$ cat src/rtl/mprj_pad_cfg_sequencer.sv
// Pad-ring configuration sequencer: holds one config word per pad and, on request, resets the
// external control chain, shifts every word out serially and strobes the chain load.
module mprj_pad_cfg_sequencer #(
  parameter int unsigned         NUM_PADS  = 38,
  parameter int unsigned         CFG_BITS  = 13,
  parameter int unsigned         CLK_DIV   = 2,
  parameter logic [CFG_BITS-1:0] CFG_RESET = CFG_BITS'(13'h0403),
  parameter int unsigned         AW        = (NUM_PADS > 1) ? $clog2(NUM_PADS) : 1
) (
  input  logic                clock,
  input  logic                resetb,
  input  logic                cfg_we,
  input  logic [AW-1:0]       cfg_addr,
  input  logic [CFG_BITS-1:0] cfg_wdata,
  output logic [CFG_BITS-1:0] cfg_rdata,
  output logic                cfg_wr_ignored,
  input  logic                start,
  output logic                busy,
  output logic                done,
  output logic                serial_clock,
  output logic                serial_data,
  output logic                serial_load,
  output logic                serial_resetn
);

  localparam int unsigned BW = (CFG_BITS > 1) ? $clog2(CFG_BITS) : 1;
  localparam int unsigned DW = (CLK_DIV > 1) ? $clog2(CLK_DIV) : 1;

  localparam logic [AW-1:0] PadMax    = AW'(NUM_PADS - 1);
  localparam logic [BW-1:0] BitMax    = BW'(CFG_BITS - 1);
  localparam logic [DW-1:0] DivMax    = DW'(CLK_DIV - 1);
  localparam logic [AW:0]   NumPadsEx = (AW + 1)'(NUM_PADS);

  typedef enum logic [2:0] {StIdle, StChainRst, StShift, StLoad, StDone} state_e;

  state_e              state_q, state_d;
  logic [DW-1:0]       div_q, div_d;
  logic                phase_q, phase_d;
  logic [AW-1:0]       pad_q, pad_d;
  logic [BW-1:0]       bit_q, bit_d;
  logic [CFG_BITS-1:0] cfg_q [NUM_PADS];

  logic sclk_q, sclk_d;
  logic sdata_q, sdata_d;
  logic sload_q, sload_d;
  logic srstn_q, srstn_d;
  logic done_q, done_d;
  logic ign_q, ign_d;

  logic addr_ok, wr_ok, div_last, cur_bit;

  assign addr_ok  = {1'b0, cfg_addr} < NumPadsEx;
  assign wr_ok    = cfg_we && (state_q == StIdle) && addr_ok;
  assign ign_d    = cfg_we && !((state_q == StIdle) && addr_ok);
  assign div_last = (div_q == DivMax);
  assign cur_bit  = cfg_q[pad_q][bit_q];

  assign cfg_rdata = addr_ok ? cfg_q[cfg_addr] : '0;

  always_ff @(posedge clock or negedge resetb) begin
    if (!resetb) begin
      for (int i = 0; i < int'(NUM_PADS); i++) cfg_q[i] <= CFG_RESET;
    end else if (wr_ok) begin
      cfg_q[cfg_addr] <= cfg_wdata;
    end
  end

  always_comb begin
    state_d = state_q;
    div_d   = div_q;
    phase_d = phase_q;
    pad_d   = pad_q;
    bit_d   = bit_q;
    sclk_d  = 1'b0;
    sdata_d = 1'b0;
    sload_d = 1'b0;
    srstn_d = 1'b1;
    done_d  = 1'b0;
    unique case (state_q)
      StIdle: begin
        div_d = '0;
        if (start) begin
          state_d = StChainRst;
          pad_d   = PadMax;
          bit_d   = BitMax;
          phase_d = 1'b0;
        end
      end
      StChainRst: begin
        srstn_d = 1'b0;
        if (div_last) begin
          div_d   = '0;
          state_d = StShift;
        end else begin
          div_d = div_q + 1'b1;
        end
      end
      StShift: begin
        sclk_d  = phase_q;
        sdata_d = cur_bit;
        if (!div_last) begin
          div_d = div_q + 1'b1;
        end else begin
          div_d = '0;
          if (!phase_q) begin
            phase_d = 1'b1;
          end else begin
            // End of a high phase: advance to the next bit, MSB-first, top pad first.
            phase_d = 1'b0;
            if (bit_q != '0) begin
              bit_d = bit_q - 1'b1;
            end else begin
              bit_d = BitMax;
              if (pad_q == '0) state_d = StLoad;
              else             pad_d   = pad_q - 1'b1;
            end
          end
        end
      end
      StLoad: begin
        sload_d = 1'b1;
        if (div_last) begin
          div_d   = '0;
          state_d = StDone;
        end else begin
          div_d = div_q + 1'b1;
        end
      end
      StDone: begin
        done_d  = 1'b1;
        state_d = StIdle;
      end
      default: state_d = StIdle;
    endcase
  end

  // Chain outputs are registered copies of what the current state asks for.
  always_ff @(posedge clock or negedge resetb) begin
    if (!resetb) begin
      state_q <= StIdle;
      div_q   <= '0;
      phase_q <= 1'b0;
      pad_q   <= '0;
      bit_q   <= '0;
      sclk_q  <= 1'b0;
      sdata_q <= 1'b0;
      sload_q <= 1'b0;
      srstn_q <= 1'b0;
      done_q  <= 1'b0;
      ign_q   <= 1'b0;
    end else begin
      state_q <= state_d;
      div_q   <= div_d;
      phase_q <= phase_d;
      pad_q   <= pad_d;
      bit_q   <= bit_d;
      sclk_q  <= sclk_d;
      sdata_q <= sdata_d;
      sload_q <= sload_d;
      srstn_q <= srstn_d;
      done_q  <= done_d;
      ign_q   <= ign_d;
    end
  end

  assign busy           = (state_q != StIdle);
  assign done           = done_q;
  assign serial_clock   = sclk_q;
  assign serial_data    = sdata_q;
  assign serial_load    = sload_q;
  assign serial_resetn  = srstn_q;
  assign cfg_wr_ignored = ign_q;

endmodule

$ cat config.mk
export PLATFORM = sky130hd
export DESIGN_NAME = mprj_pad_cfg_sequencer
export DESIGN_NICKNAME = d
export VERILOG_FILES = /design/src/rtl/mprj_pad_cfg_sequencer.sv
export SDC_FILE = /design/constraint.sdc
export NUM_CORES = 1
export LEC_CHECK = 0
export CORE_ASPECT_RATIO = 1.1
export CORE_UTILIZATION = 57
export CTS_CLUSTER_DIAMETER = 100
export DETAILED_ROUTE_END_ITERATION = 8
export HOLD_SLACK_MARGIN = 0.05
export PLACE_DENSITY_LB_ADDON = 0.05
export SYNTH_ARGS = -nofsm -noshare
export SYNTH_HDL_FRONTEND = slang
export SYNTH_SLANG_ARGS = --single-unit
$ cat constraint.sdc
create_clock -name clock -period 2.8 [get_ports clock]
set_input_delay 0.56 -clock clock [delete_from_list [all_inputs] [get_ports clock]]
set_output_delay 0.56 -clock clock [all_outputs]
set_load 0.005 [all_outputs]
==> impl_metrics.json <==
{
  "outcome": "complete, but fails checks",
  "violations": "setup timing",
  "cts.sinks": 515,
  "fin_worst_skew_ps": 17.1,
  "synth_cells": 2079,
  "worstMarginPinSlew_ps": 820,
  "synth-edff-count": 0,
  "fin_util_pct": 73.1,
  "fin_crit_sh_pct": 116,
  "core_um2": 46800,
  "synth-xor-area-share_pct": 0.0645,
  "ir_drop_mv": 0.578,
  "setup_viol": 14,
  "hold_class": "input pin to async pin",
  "cp_cell_sequence": "buf_6 -> buf_6 -> and3b_2 -> buf_12 -> buf_12 -> buf_12 -> a22oi_2 -> nand4_1 -> o21ai_2 -> nor2_1 -> o31a_1 -> buf_2",
  "ff_latch_area_um2": 13000,
  "end_kind": "primary output",
  "period_needed_ps": 3230,
  "ff2ff_path_depth": 10,
  "synth_seq_cells": 515,
  "yosys.area_share.simple_pct": 5.10,
  "cts_made_buffers": 54,
  "drc": 0,
  "power_density_nw_per_um2": 712,
  "globalRouteOverflowTotal": 0,
  "num_rows": 83,
  "grt_pass1_wl_um": 146000,
  "grt_antenna_before_repair": 2,
  "slew_viol_final": 0,
  "async_flop_share_pct": 100,
  "r2r_end": "serial_data",
  "grt_max_degree": 107,
  "rrSetupSlack_ps": -90,
  "htreeDepth": 2,
  "clk_pin_slew_ps": 60,
  "worst-setup-path-type": "input pin to primary output",
  "synth_nets": 2104,
  "yosys_warnings": 0,
  "p_leak_uw": 0.0152,
  "die_area_um2": 48500,
  "ctsLongestPathBuffers": 3,
  "setup_ws_ps": -434,
  "place_inst": 2885,
  "cpMostUsedCell": "buf_12",
  "grt_setup_unrepaired": "yes",
  "gp_congestion": 1.01,
  "layout.nets": 2401,
  "place.port_buffers": 42,
  "final_hold_viol_count": 0,
  "mostFrequentLayoutCell": "mux2_2",
  "arrival_ps": 2670,
  "synth_flop_cell": "dfrtp_1",
  "relSlewSlack_pct": 45.2,
  "yosys.area.top_type_share_pct": 37.0,
  "grt_use_total_pct": 41.1,
  "max_freq_ghz": 0.309,
  "startpoint": "cfg_addr[1]",
  "dp_hpwl_um": 66600,
  "drtPass1Iterations": 6,
  "crit_end": "cfg_rdata[8]",
  "slowest_delay_ps": 360,
  "io_pins": 43,
  "cts-root-buf": "clkbuf_16",
  "startpoint_type": "input pin",
  "drtAntennaViolNets": 0,
  "multi_input_area_um2": 13700,
  "total_power_uw": 24400,
  "syn-cell-area_um2": 27200,
  "grt_pass1_vias": 21900,
  "viasPerCell": 7.05,
  "cp_slowest_cell": "nand4_1",
  "synth-adder-area-share_pct": 0.0922,
  "synth_compound_area_share_pct": 10.9,
  "drt_iter0_drc": 2620,
  "r2r-start": "pad_q[0]",
  "via_count": 21600,
  "critPathRequiredTime_ps": 2240,
  "critPathMaxFanout": 9,
  "yosysSeqAreaShare_pct": 48.0,
  "synth.area.mux_share_pct": 31.8,
  "post-place-ws_ps": -1230,
  "die_h_um": 231,
  "start_util_pct": 58.0,
  "wirelength_um": 97700,
  "area_growth_pct": 26.1,
  "synthDistinctLibCells": 81,
  "wl_per_cell_um": 32.0,
  "dieWidth_um": 210,
  "fillers": 3067,
  "clk_latency_ps": 630,
  "fin_cells": 3058,
  "synth.area.top_cells": "dfrtp_1, mux2_2, dfstp_2",
  "cts_tree": "done",
  "drive_gt1_share_pct": 56.8,
  "n_antenna_cell": 0,
  "synth.avg_cell_area_um2": 13.1,
  "maxCapViolations": 0,
  "yosysTopAreaCell": "dfrtp_1",
  "final_cell_mix": "mux2_2, dfrtp_1, buf_4",
  "synth_top_family_by_area": "multiplexers"
}
[through the flow]
step	cell area, um^2	hold slack (ps)	TNS (ps)
global placement	30800	506	-15690
finish	34200	465	-3970
global route	34200	489	-4290
CTS	33900	476	-2460
detailed placement	30800	512	-16580
floorplan	27200	264	0
[metal layers]
metal	share of wire, %	GRT usage (%)	vias to the layer above
met2	46	63.5	1386
met3	9.7	10.1	394
met1	37	52.7	11100
met5	0.028	0	-
li1	-	-	8655
met4	7.0	24.5	4
[Yosys cell counts (all sizes together) (3+ instances only)]
| cell | count |
|---|---|
| o31ai | 3 |
| inv | 8 |
| or2 | 4 |
| o21ai | 36 |
| a2111oi | 3 |
| nand2b | 4 |
| a221oi | 4 |
| nand3 | 15 |
| a22o | 3 |
| clkbuf | 121 |
| mux2 | 522 |
| nor2 | 65 |
| and4 | 12 |
| mux4 | 102 |
| a41oi | 7 |
| or3b | 6 |
| nor2b | 7 |
| dfrtp | 401 |
| and2 | 4 |
| o22ai | 23 |
| a31oi | 9 |
| a22oi | 258 |
| nand3b | 5 |
| a222oi | 4 |
| nor4b | 3 |
| nor3 | 16 |
| nand4 | 43 |
| o22a | 3 |
| o211ai | 3 |
| a211o | 5 |
| nor4 | 5 |
| and3b | 5 |
| nor3b | 4 |
| dfstp | 114 |
| a21oi | 24 |
| buf | 93 |
| nand2 | 58 |
| mux2i | 40 |
| a21boi | 3 |
[layout make-up]
| type | count | share of cell area (%) |
|---|---|---|
| Timing Repair Buffer | 455 | 13.9 |
| Multi-Input combinational cell | 1341 | 39.9 |
| Clock buffer | 76 | 4.57 |
| Tap cell | 637 | 2.33 |
| Sequential cell | 515 | 38.1 |
| Inverter | 9 | 0.0987 |
| Clock inverter | 25 | 1.16 |
[how the worst min path moves through the flow]
stage                                 to  slack (ps)        from
final                     cfg_wr_ignored         460      resetb
after CTS                 cfg_wr_ignored         480      resetb
after floorplan                 bit_q[0]         260      resetb
after global placement        cfg_q[297]         510  cfg_q[297]
after global routing      cfg_wr_ignored         490      resetb
after detailed placement      cfg_q[419]         510  cfg_q[419]
[report_power, final]
group	leakage, uW	internal (uW)	total (uW)	switching (uW)
Combinational	0.00753	3420	6780	3360
Sequential	0.00667	8610	9660	1050
Clock	0.000962	4810	7950	3140
Total	0.0152	16800	24400	7540
[cell families after synthesis]
family                     count (synthesis)
xor gates and xnor gates                   2
AOI/OAI and AO/OA                        411
and+or+nand+nor                          262
adders and majority gates                  2
DFF                                      515
muxes                                    664
buffers and inverters                    223
[critical path, delay by kind of cell]
kind	cells	cell delay (ps)
AO/OA/AOI/OAI	3	680
buffers and inverters	6	760
AND/OR/NAND/NOR	3	670
[state kept, by name (all words and copies together), names as in the netlist, 3 cells and up]
| name | flops |
|---|---|
| cfg_q | 494 |
| bit_q | 4 |
| state_q | 3 |
| pad_q | 6 |
[what timing repair did]
action                     4_1_cts  5_1_grt
setup endpoints to repair       14       16
hold buffers                     1        0
resized for setup              218       60
setup buffers                   53       21
pin swaps                       80       77
hold endpoints to repair        30        0
gates cloned                     5        0
Note: power is estimated with default switching activity, not from simulation.
